File: src/rtl/credit_pkg.sv
// Shared types and the round-robin pick helper for the credit scheduler.
package credit_pkg;

    localparam int MAX_REQ     = 16;
    localparam int NUM_REQ_DEF = 4;
    localparam int IDX_W       = $clog2(NUM_REQ_DEF);

    typedef enum logic {INIT, RUN} state_t;

    // Returns {found, idx}: first set bit at or after ptr, wrapping at n-1.
    function automatic logic [4:0] rr_pick(
        input logic [MAX_REQ-1:0] valid,
        input logic [3:0]         ptr,
        input int                 n
    );
        logic [4:0] r;
        int         k;
        r = '0;
        for (int i = MAX_REQ - 1; i >= 0; i--) begin
            if (i < n) begin
                k = (int'(ptr) + i) % n;
                if (valid[4'(k)]) r = {1'b1, 4'(k)};
            end
        end
        return r;
    endfunction

endpackage

File: src/rtl/credit_rr_scheduler_if.sv
// Upstream request/data, downstream link and credit signals of the scheduler.
interface credit_rr_scheduler_if #(
    parameter int NUM_REQ      = 4,
    parameter int DATA_WIDTH   = 16,
    parameter int CREDIT_WIDTH = 8
);
    localparam int IW = $clog2(NUM_REQ);

    logic [NUM_REQ-1:0]            i_req_valid;
    logic [NUM_REQ*DATA_WIDTH-1:0] i_req_data;
    logic [NUM_REQ-1:0]            o_req_read;
    logic [DATA_WIDTH-1:0]         o_data;
    logic                          o_valid;
    logic [IW-1:0]                 o_grant_idx;
    logic                          i_increment_count;
    logic [CREDIT_WIDTH-1:0]       o_credits;
    logic                          o_credit_error;

    modport master (
        output i_req_valid, i_req_data, i_increment_count,
        input  o_req_read, o_data, o_valid, o_grant_idx,
        input  o_credits, o_credit_error
    );

    modport slave (
        input  i_req_valid, i_req_data, i_increment_count,
        output o_req_read, o_data, o_valid, o_grant_idx,
        output o_credits, o_credit_error
    );

endinterface

File: src/rtl/credit_rr_scheduler_counter.sv
// Saturating credit pool with sticky overflow flag.
module credit_counter #(
    parameter int MAX_CREDITS  = 8,
    parameter int CREDIT_WIDTH = 8
) (
    input  logic                    clock,
    input  logic                    reset,
    input  logic                    dec,
    input  logic                    inc,
    output logic [CREDIT_WIDTH-1:0] count,
    output logic                    nonzero,
    output logic                    overflow
);

    localparam logic [CREDIT_WIDTH-1:0] FULL = CREDIT_WIDTH'(MAX_CREDITS);

    assign nonzero = (count != '0);

    always_ff @(posedge clock) begin
        if (reset) begin
            count    <= FULL;
            overflow <= 1'b0;
        end else if (inc && !dec) begin
            if (count == FULL) overflow <= 1'b1;
            else               count    <= count + CREDIT_WIDTH'(1);
        end else if (dec && !inc) begin
            count <= count - CREDIT_WIDTH'(1);
        end
    end

endmodule

File: src/rtl/credit_rr_scheduler.sv
// Round-robin arbiter sharing one credit-controlled link among NUM_REQ FIFOs.
module credit_rr_scheduler
    import credit_pkg::*;
#(
    parameter int NUM_REQ      = NUM_REQ_DEF,
    parameter int DATA_WIDTH   = 16,
    parameter int MAX_CREDITS  = 8,
    parameter int CREDIT_WIDTH = 8
) (
    input logic                   clock,
    input logic                   reset,
    credit_rr_scheduler_if.slave  bus
);

    localparam int IW = $clog2(NUM_REQ);

    state_t                 state, state_n;
    logic [IW-1:0]          rr_ptr, ptr_n, g, gidx_q;
    logic [DATA_WIDTH-1:0]  data_q;
    logic                   valid_q, fire, found, nonzero;
    logic [3:0]             pick_idx;
    logic [MAX_REQ-1:0]     vext;
    logic [3:0]             pext;
    logic [NUM_REQ-1:0]     rd;

    always_comb begin
        vext = '0;
        vext[NUM_REQ-1:0] = bus.i_req_valid;
        pext = '0;
        pext[IW-1:0] = rr_ptr;
        {found, pick_idx} = rr_pick(vext, pext, NUM_REQ);
        g = IW'(pick_idx);
        ptr_n = (g == IW'(NUM_REQ - 1)) ? '0 : g + 1'b1;
    end

    // INIT holds off grants for exactly one cycle after reset.
    always_comb begin
        state_n = state;
        fire    = 1'b0;
        rd      = '0;
        unique case (state)
            INIT:    state_n = RUN;
            RUN:     fire = nonzero && found && !reset;
            default: state_n = INIT;
        endcase
        if (fire) rd[g] = 1'b1;
    end

    always_ff @(posedge clock) begin
        if (reset) state <= INIT;
        else       state <= state_n;
    end

    always_ff @(posedge clock) begin
        if (reset) begin
            rr_ptr  <= '0;
            valid_q <= 1'b0;
            data_q  <= '0;
            gidx_q  <= '0;
        end else begin
            valid_q <= fire;
            if (fire) begin
                rr_ptr <= ptr_n;
                data_q <= bus.i_req_data[g*DATA_WIDTH +: DATA_WIDTH];
                gidx_q <= g;
            end
        end
    end

    credit_counter #(
        .MAX_CREDITS  (MAX_CREDITS),
        .CREDIT_WIDTH (CREDIT_WIDTH)
    ) u_credit_counter (
        .clock    (clock),
        .reset    (reset),
        .dec      (fire),
        .inc      (bus.i_increment_count),
        .count    (bus.o_credits),
        .nonzero  (nonzero),
        .overflow (bus.o_credit_error)
    );

    assign bus.o_req_read  = rd;
    assign bus.o_data      = data_q;
    assign bus.o_valid     = valid_q;
    assign bus.o_grant_idx = gidx_q;

endmodule

File: src/flat_wrapper.sv
// flat-port wrapper written by rule: the top's interface ports become plain ports
module credit_rr_scheduler_flat import credit_pkg::*;
#(
    parameter int NUM_REQ      = NUM_REQ_DEF,
    parameter int DATA_WIDTH   = 16,
    parameter int MAX_CREDITS  = 8,
    parameter int CREDIT_WIDTH = 8
)
  (clock, reset, bus_i_req_valid, bus_i_req_data, bus_i_increment_count, bus_o_req_read, bus_o_data, bus_o_valid, bus_o_grant_idx, bus_o_credits, bus_o_credit_error);
  credit_rr_scheduler_if #(.NUM_REQ(NUM_REQ), .DATA_WIDTH(DATA_WIDTH), .CREDIT_WIDTH(CREDIT_WIDTH)) bus_i ();
  input logic clock;
  input logic reset;
  input wire logic [$bits(bus_i.i_req_valid)-1:0] bus_i_req_valid;
  input wire logic [$bits(bus_i.i_req_data)-1:0] bus_i_req_data;
  input wire logic [$bits(bus_i.i_increment_count)-1:0] bus_i_increment_count;
  output wire logic [$bits(bus_i.o_req_read)-1:0] bus_o_req_read;
  output wire logic [$bits(bus_i.o_data)-1:0] bus_o_data;
  output wire logic [$bits(bus_i.o_valid)-1:0] bus_o_valid;
  output wire logic [$bits(bus_i.o_grant_idx)-1:0] bus_o_grant_idx;
  output wire logic [$bits(bus_i.o_credits)-1:0] bus_o_credits;
  output wire logic [$bits(bus_i.o_credit_error)-1:0] bus_o_credit_error;
  assign bus_i.i_req_valid = bus_i_req_valid;
  assign bus_i.i_req_data = bus_i_req_data;
  assign bus_i.i_increment_count = bus_i_increment_count;
  assign bus_o_req_read = bus_i.o_req_read;
  assign bus_o_data = bus_i.o_data;
  assign bus_o_valid = bus_i.o_valid;
  assign bus_o_grant_idx = bus_i.o_grant_idx;
  assign bus_o_credits = bus_i.o_credits;
  assign bus_o_credit_error = bus_i.o_credit_error;
  credit_rr_scheduler #(.NUM_REQ(NUM_REQ), .DATA_WIDTH(DATA_WIDTH), .MAX_CREDITS(MAX_CREDITS), .CREDIT_WIDTH(CREDIT_WIDTH)) u_core (.clock(clock), .reset(reset), .bus(bus_i));
endmodule
File: config.mk
export PLATFORM = sky130hd
export DESIGN_NAME = credit_rr_scheduler_flat
export DESIGN_NICKNAME = d
export VERILOG_FILES = /design/src/rtl/credit_pkg.sv /design/src/rtl/credit_rr_scheduler_if.sv /design/src/rtl/credit_rr_scheduler_counter.sv /design/src/rtl/credit_rr_scheduler.sv /design/src/flat_wrapper.sv
export SDC_FILE = /design/constraint.sdc
export NUM_CORES = 1
export LEC_CHECK = 0
export ABC_AREA = 1
export CORE_MARGIN = 3
export CORE_UTILIZATION = 44
export CTS_BUF_LIST = sky130_fd_sc_hd__clkbuf_4 sky130_fd_sc_hd__clkbuf_8
export DETAILED_ROUTE_END_ITERATION = 8
export PLACE_DENSITY = 0.85
export SYNTH_ARGS = -nofsm -noshare
export SYNTH_HDL_FRONTEND = slang
export SYNTH_SLANG_ARGS = --single-unit
File: constraint.sdc
create_clock -name clock -period 3 [get_ports clock]
set_input_delay 0.6 -clock clock [delete_from_list [all_inputs] [get_ports clock]]
set_output_delay 0.6 -clock clock [all_outputs]
set_load 0.05 [all_outputs]
[Word-level counts from Yosys, hierarchy flattened]
Index checks and enable logic that the tools add are counted.
Word-level totals
  input port bits: 71
  logic and storage cells: 65
  output and inout port bits: 32
  flip-flop bits (word level): 31
Cells by class
  bitwise gates (word level): 3
  equal/unequal tests: 3
  add/sub/neg operators: 6
  $lt $le $gt $ge: 6
  muxes and demuxes: 24
  reductions and logical operators: 15
  shifts and indexed selects: 1
Operators by type and width (number)
  $shiftx A64 B7 Y16: 1
  $mux W8: 3
  $mux W5: 4
  $lt A3 B6 Y1 const B: 3
  $mux W1: 10
  $bmux W1 S3: 3
  $add A8 B1 Y8 const B: 1
  $eq A8 B4 Y1 const B: 1
  $reduce_bool A8 Y1: 1
  $sub A8 B1 Y8 const B: 1
  $reduce_or A2 Y1: 3
  $logic_and A1 B1 Y1: 5
  $lt A2 B5 Y1 const B: 1
  $add A2 B1 Y2 const B: 2
  $add A2 B2 Y2 const B: 2
  $mux W4: 1
  $reduce_and A2 Y1: 2
  $and A1 B1 Y1 const A: 3
  $logic_not A1 Y1: 3
  $lt A2 B3 Y1 const B: 1
  $bmux W1 S2: 1
  $demux W1 S2: 1
  $eq A2 B2 Y1 const B: 1
  $ge A2 B1 Y1 const B: 1
  3 further kinds: 3

[Logic depth before layout (Yosys ltp)]
Gate-level depths: netlist of run 1.
  depth after elaboration: 17
  depth in mapped cells: 21
  mapped depth without buffers: 20

[By module]
A second synthesis of run 1 with hierarchy kept.
Unflattened totals
  cells, all modules: 439
  area total of the unflattened synthesis: 2673.8 um^2
By module, submodules not included
  credit_rr_scheduler: seq. area each 440.4 um^2, instances 1, cells each 324, area an instance 1939.4 um^2
  credit_counter: seq. area each 180.2 um^2, instances 1, cells each 115, area an instance 734.5 um^2

[Worst setup path before layout of run 1]
OpenSTA, ideal clock, no wires.
  kind: input to output
  start: input bus_i_req_valid[1]
  end: output bus_o_req_read[3]
  arrival: 2.281 ns
  cell stages on the path: 13
  setup slack: 0.119 ns
  data required time: 2.400 ns
  path buffers: 1
  cells stage by stage: inv_1 -> nand2_1 -> nand3_4 -> nand2_2 -> inv_2 -> nand2_1 -> nand2_2 -> nand2_4 -> inv_4 -> buf_6 -> ha_1 -> inv_1 -> nor2_1
Between the ends
  longest elaborated chain between the ends: 12
  elaborated cells on any way between the ends: 24
  classes of those cells: order compare (2); mux (19); reduce/logical (3)
Ends and longest elaborated chain
  start: declaration: line flat_wrapper.sv:13  | input wire logic [$bits(bus_i.i_req_valid)-1:0] bus_i_req_valid;
  $bmux W1 S3: line credit_pkg.sv:22  | if (valid[4'(k)]) r = {1'b1, 4'(k)};
  $mux W1 (not written as such) (2 in series): line credit_pkg.sv:22
  $mux W5 (3 in series): line credit_pkg.sv:22
  $mux W5 (*): line credit_pkg.sv:22
  named net u_core.g[0]: line credit_rr_scheduler.sv:18  | logic [IW-1:0] rr_ptr, ptr_n, g, gidx_q;
  $lt A2 B3 Y1 (not written as such) / $ge A2 B1 Y1 (equally long branches): line credit_rr_scheduler.sv:46  | if (fire) rd[g] = 1'b1;
  $logic_and A1 B1 Y1 (not written as such): line credit_rr_scheduler.sv:46
  $mux W1 (not written as such): line credit_rr_scheduler.sv:46
  $demux W1 S2 (*)
  $mux W4 (*): line credit_rr_scheduler.sv:46
  end: declaration: line flat_wrapper.sv:16  | output wire logic [$bits(bus_i.o_req_read)-1:0] bus_o_req_read;
Mark *: on every way through the listed nets, which the timed path passes. The rest lies on a longest branch. The select of a mux whose other input is x is not followed.

[Worst setup path in the final report of run 1]
  start: register u_core.rr_ptr[0]
  end: output bus_o_req_read[3]
Between the ends
  longest elaborated chain between the ends: 15
  elaborated cells on any way between the ends: 33
  classes of those cells: add/sub (3); order compare (2); mux (19); bitwise (3); reduce/logical (6)
Ends and longest elaborated chain
  start: declaration: line credit_rr_scheduler.sv:18
  start signal: assignment: line credit_rr_scheduler.sv:63  | rr_ptr <= ptr_n;
  $add A2 B2 Y2: line credit_pkg.sv:21  | k = (int'(ptr) + i) % n;
  $reduce_or A2 Y1 (no line)
  $and A1 B1 Y1 (no line)
  $bmux W1 S3: line credit_pkg.sv:22
  $mux W1 (not written as such) (2 in series): line credit_pkg.sv:22
  $mux W5 (3 in series): line credit_pkg.sv:22
  $mux W5 (*): line credit_pkg.sv:22
  $lt A2 B3 Y1 (not written as such) / $ge A2 B1 Y1 (equally long branches): line credit_rr_scheduler.sv:46
  $logic_and A1 B1 Y1 (not written as such): line credit_rr_scheduler.sv:46
  $mux W1 (not written as such): line credit_rr_scheduler.sv:46
  $demux W1 S2
  $mux W4 (*): line credit_rr_scheduler.sv:46
Mark *: on every way between the ends. The rest lies on a longest branch, timed or not. The select of a mux whose other input is x is not followed.

==> results of run 1 <==
## critical path: cells and delay by family (launching register included)
family / cells / cell delay (ns)
adder cells (fa/ha/maj): 1 / 0.20
buffers and inverters: 5 / 0.55
flip-flops: 1 / 0.54
AND/OR/NAND/NOR: 8 / 0.66
## sequential cells by signal (all words and copies together) (netlist names)
register / cells
u_core.bus.o_data: 16
u_core.bus.o_grant_idx: 2
u_core.bus.o_valid: 1
u_core.rr_ptr: 2
u_core.state: 1
u_core.u_credit_counter.count: 8
u_core.u_credit_counter.overflow: 1
## routing by layer
layer / vias to the layer above / part of all wire (%) / wire length, um
met4: 0 / 2.3 / 182
met2: 81 / 52 / 4231
li1: 1401 / - / -
met1: 1284 / 40 / 3195
met3: 17 / 5.7 / 458
met5: - / 0 / 0
## cells in the final DEF, fill, tap and decap left out, types with 3 or more instances in the layout
cell type,count
buf_4,33
clkdlybuf4s50_1,94
dfxtp_1,31
o21ai_1,7
xor2_1,4
nand2_1,107
inv_4,5
ha_1,7
clkbuf_8,5
nor2_1,24
buf_12,4
a21oi_2,5
nand2_4,4
inv_1,16
nand3_1,63
nand2_2,15
inv_2,6
o21ai_0,3
a21oi_1,6
nor2_2,4
nand3_2,13
nand4_1,3
## area by class of cell
type / instances / area, um^2
sequential: 31 / 620.6
inverter: 27 / 113.9
fill: 346 / 1121
timing repair buffer: 135 / 1311
tap: 67 / 83.83
multi-input combinational: 280 / 1584
clock buffer: 6 / 76.32
## path summary, 6_finish.rpt
path	start	to	slack (ns)	depth (start not counted)
max	u_core.rr_ptr[0]	bus_o_req_read[3]	0.15	14
min	u_core.bus.o_data[7]	u_core.bus.o_data[7]	0.47	2
max reg2reg	u_core.rr_ptr[0]	u_core.u_credit_counter.count[7]	0.22	20
min reg2reg	u_core.bus.o_data[7]	u_core.bus.o_data[7]	0.47	2
## through the flow
stage	power, uW	utilization, %	hold slack [ns]	setup WS (ns)	cells
after floorplan	1938	-	0.5643	0.1188	354
after global placement	2523	72.66	0.4567	-0.07311	535
after detailed placement	2572	72.66	0.4619	-0.1899	535
after CTS	2934	74.93	0.4721	0.0007667	544
after global routing	3270	77.17	0.4953	-0.0002425	546
final	3063	77.17	0.4687	0.1520	546
## cell families (layout without fill, tap and decap cells)
family                   after synthesis  count (layout)  share of synthesized area, %
flip-flops                            31              31                         26.64
buffers and inverters                 43             168                         9.774
adder cells (fa/ha/maj)               12              12                         6.767
XOR/XNOR                               5               5                         1.880
AO/OA/AOI/OAI                         25              25                         5.693
AND/OR/NAND/NOR                      238             238                         49.25
## power by group
part | internal, uW | switching (uW) | total, uW
Sequential | 525 | 98.5 | 623
Combinational | 841 | 1280 | 2120
Clock | 163 | 154 | 317
## repair_timing
| item | 4_1_cts | 5_1_grt |
|---|---|---|
| setup endpoints to repair | 4 | 8 |
| pin swaps | 1 | 8 |
| gates resized for setup | 7 | 26 |
| setup buffers | 3 | 2 |
==> results.json, run 1 <==
{
  "grt_util_met1_pct": 28.97,
  "path_cells": "inv_4 -> nand2_2 -> nand3_2 -> buf_4 -> nand2_1 -> nand3_2 -> nand2_2 -> nand2_2 -> nand2_4 -> inv_4 -> ha_1 -> inv_2 -> nor2_2 -> buf_12",
  "worstMarginPinSlew_ns": 0.5373,
  "die_h_um": 78.77,
  "async_flop_share_pct": 0,
  "post_synth_inst_count": 354,
  "vdd_drop_max_uv": 607.5,
  "synth.yosys.seq_area_share_pct": 26.64,
  "dr.pass1.iters": 4,
  "power.density_cell_area_mw_per_mm2": 808.1,
  "clk_pin_slew_ns": 0.06,
  "fmax_mhz": 351.1,
  "grt_max_degree": 30,
  "clock_latency_ns": 0.29,
  "antenna_found_initial": 0,
  "status": "completed",
  "vias": 2783,
  "relSlewSlack_pct": 64.07,
  "avgViaCountPerCell": 5.097,
  "finalHoldViolCount": 0,
  "cpPeakStageDelay_ns": 0.54,
  "end_kind": "output pin",
  "min_path_type": "reg2reg",
  "drv_slew": 0,
  "syn_area_per_cell_um2": 6.581,
  "drtIter0Drc": 208,
  "place_area_mm2": 0.003568,
  "cp-start-kind": "flip-flop",
  "synth_common_cells": "nand2_1 (113), nand3_1 (65), dfxtp_1 (31)",
  "start_util_pct": 47.44,
  "routabilityCongestion": 0.9241,
  "grt_overflow_total": 0,
  "root_buffer": "clkbuf_8",
  "drive_gt1_share_pct": 21.92,
  "crit_required_ns": 2.40,
  "max-cap-violations": 0,
  "drt-total-wl_mm": 8.066,
  "met2_usage_pct": 44.23,
  "areaGrowthSynthToFinish_pct": 62.67,
  "worst_path_most_repeated_cell": "nand2_2",
  "synth_area_leaders": "dfxtp_1 (27%), nand2_1 (18%), nand3_1 (14%)",
  "coreArea_mm2": 0.004911,
  "io_pins": 103,
  "first_global_vias": 2803,
  "fin_worst_skew_ns": 0.006737,
  "use_met3_pct": 6.576,
  "synth-edff-count": 0,
  "critPathMaxFanout": 8,
  "yosys_warnings": 0,
  "synth_area_mm2": 0.002330,
  "cts-buffers-inserted": 5,
  "ant_nets": 0,
  "clock_sinks": 31,
  "leakage_uw": 0.001755,
  "port_buffers": 102,
  "cts_tree": "yes",
  "ctsHoldBuffers": 0,
  "critPathSlowestCell": "dfxtp_1",
  "die_area_mm2": 0.006204,
  "htreeDepth": 2,
  "crit_type": "reg2out",
  "cts_buffer_depth": 2,
  "yosys.area.top_type_share_pct": 26.64,
  "synth_flop_cell": "dfxtp_1",
  "grt_busiest_layer": "met2",
  "synth_top_area_cell": "dfxtp_1",
  "rows": 25,
  "finalNetCount": 563,
  "track_usage_pct": 25.01,
  "finalCritPeriodShare_pct": 94.93,
  "timing.setup.tns_ns": 0,
  "critPathArrivalTime_ns": 2.25,
  "grt_pass1_wl_mm": 12.52,
  "setup_violations": 0,
  "final_area_mm2": 0.003790,
  "synth.distinct_cells": 28,
  "drc": 0,
  "synth-seq-cells": 31,
  "syn_nets": 437,
  "fin_crit_ns": 2.848,
  "routedWlPerCell_um": 14.77,
  "hpwl_mm": 5.671,
  "n_antenna_cell": 0,
  "die_w_um": 78.77,
  "yosysMostFrequentCell": "nand2_1"
}
No activity file was read; power rests on OpenSTA's default activity.
==> run 2, diff against run 1 <==
CTS_CLUSTER_DIAMETER = 30   (was default)
==> results of run 2 <==
Final layout, timing and power as in run 1 (identical DEF).
==> run 3, diff against run 2 <==
ABC_CLOCK_PERIOD_IN_PS = 3000   (was default)
RECOVER_POWER = 25   (was default)
==> run 3 against run 2 <==
  * Critical path depth did not move
  * Non-clock buffer count did not move
  * Wire length did not move
  * Cell area did not move
  * Clock skew did not move
  * First-iteration DRC count did not move
  * Sequential power barely moved
  * Via count did not move
  * Largest power group unchanged
  * Highest routed layer unchanged
  * Clock power barely moved
  * Utilization did not move
  * Fmax did not move
==> results.json, run 3 (same netlist as run 1, synthesis figures left out) <==
{
  "status": "completed",
  "clk_pin_slew_ns": 0.06,
  "drt-total-wl_mm": 8.066,
  "instances_no_fill": 546,
  "fin_worst_skew_ns": 0.006737,
  "clock_latency_ns": 0.29,
  "port_buffers": 102,
  "drive_gt1_share_pct": 21.92,
  "io_pins": 103,
  "crit_required_ns": 2.40,
  "routabilityCongestion": 0.9241,
  "regToRegStartpoint": "u_core.rr_ptr[0]",
  "grt_max_degree": 30,
  "regArea_um2": 620.6,
  "finalHoldViolCount": 0,
  "avgViaCountPerCell": 5.097,
  "cp-start-kind": "flip-flop",
  "cts-buffers-inserted": 5,
  "grt_overflow_total": 0,
  "grt_util_met1_pct": 28.97,
  "critPathMaxFanout": 8,
  "leakage_uw": 0.001757,
  "r2r_slack_ns": 0.22,
  "setup_violations": 0,
  "met2_usage_pct": 44.23,
  "grt_busiest_layer": "met2",
  "worstMarginPinSlew_ns": 0.5373,
  "grt_pass1_wl_mm": 12.52,
  "finalCritPeriodShare_pct": 94.93,
  "routedWlPerCell_um": 14.77,
  "crit_type": "reg2out",
  "dp.cells": 535,
  "htreeDepth": 2,
  "r2r_cells": 20,
  "end_kind": "output pin",
  "drtIter0Drc": 208,
  "hpwl_mm": 5.671,
  "die_area_mm2": 0.006204,
  "min_to": "u_core.bus.o_data[7]",
  "layout_commonest_cell": "nand2_1",
  "finalNetCount": 563,
  "vias": 2783,
  "rr_endpoint": "u_core.u_credit_counter.count[7]",
  "areaGrowthSynthToFinish_pct": 62.67,
  "relSlewSlack_pct": 64.07,
  "fmax_mhz": 351.1,
  "final_cell_mix": "nand2_1 (107), clkdlybuf4s50_1 (93), nand3_1 (63)",
  "track_usage_pct": 25.01,
  "cts_tree": "yes",
  "ant_nets": 0,
  "root_buffer": "clkbuf_8",
  "ctsHoldBuffers": 0,
  "cts_buffer_depth": 2,
  "max-cap-violations": 0,
  "start_util_pct": 47.44,
  "die_h_um": 78.77,
  "drv_slew": 0,
  "first_global_vias": 2803,
  "rows": 25,
  "antenna_found_initial": 0,
  "holdCritStartpoint": "u_core.bus.o_data[7]",
  "largest_register_ffs": 16,
  "die_w_um": 78.77,
  "n_antenna_cell": 0,
  "hold_depth": 2,
  "fin_crit_ns": 2.848,
  "vdd_drop_max_uv": 607.5,
  "critPathArrivalTime_ns": 2.25,
  "min_path_type": "reg2reg",
  "total_power_uw": 3062,
  "power.density_cell_area_mw_per_mm2": 807.9,
  "clock_sinks": 31,
  "fillers": 346,
  "dr.pass1.iters": 4,
  "multi_input_area_mm2": 0.001584,
  "drc": 0,
  "coreArea_mm2": 0.004911,
  "use_met3_pct": 6.576
}
==> run 3: metal layers <==
metal  vias to the layer above  wire length, um  share of wire (%)
met4                         0              182                2.3
met3                        17              458                5.7
met5                         -                0                  0
met2                        81             4231                 52
li1                       1401                -                  -
met1                      1284             3194                 40
==> run 3: power breakdown <==
group / switching (uW) / internal, uW
clock: 154 / 163
sequential: 98.4 / 525
combinational: 1280 / 840
==> run 3: stage by stage <==
step                      area (um^2)  util [%]  hold WS [ns]  setup WS (ns)  setup TNS (ns)
after floorplan                  2330         -        0.5643         0.1188               0
after global placement           3568     72.66        0.4567       -0.07311         -0.4331
after detailed placement         3568     72.66        0.4619        -0.1899          -1.046
after CTS                        3680     74.93        0.4721      0.0007667               0
after global routing             3790     77.17        0.4953     -0.0002425      -0.0002425
final                            3790     77.17        0.4687         0.1520               0
==> run 3: worst max path at each step <==
stage | from | end | slack, ns | cells past startpoint
2_1_floorplan | bus_i_req_valid[1] | bus_o_req_read[3] | 0.12 | 13
5_1_grt | u_core.rr_ptr[0] | u_core.u_credit_counter.count[7] | -0.0002 | 20
3_5_place_dp | bus_i_req_valid[1] | u_core.u_credit_counter.count[7] | -0.19 | 18
6_report | u_core.rr_ptr[0] | bus_o_req_read[3] | 0.15 | 14
4_1_cts | bus_i_req_valid[2] | bus_o_req_read[3] | 0.0008 | 15
3_3_place_gp | bus_i_req_valid[1] | u_core.u_credit_counter.count[7] | -0.07 | 18
==> run 3: worst max-delay path, cell delays in order (launching register included) <==
cell	delay [ns]
dfxtp_1	0.54
inv_4	0.12
nand2_2	0.09
nand3_2	0.08
buf_4	0.15
nand2_1	0.06
nand3_2	0.10
nand2_2	0.10
nand2_2	0.08
nand2_4	0.11
inv_4	0.06
ha_1	0.20
inv_2	0.06
nor2_2	0.04
buf_12	0.16
==> run 3: area by class of cell <==
| class | count | area share, % |
|---|---|---|
| Sequential cell | 31 | 16.38 |
| Timing Repair Buffer | 135 | 34.60 |
| Clock buffer | 6 | 2.014 |
| Multi-Input combinational cell | 280 | 41.80 |
| Inverter | 27 | 3.004 |
| Tap cell | 67 | 2.212 |
==> run 3: timing repair <==
item                       4_1_cts  5_1_grt
pin swaps                        1        8
setup endpoints to repair        4        8
resized for setup                7       26
setup buffers                    3        2
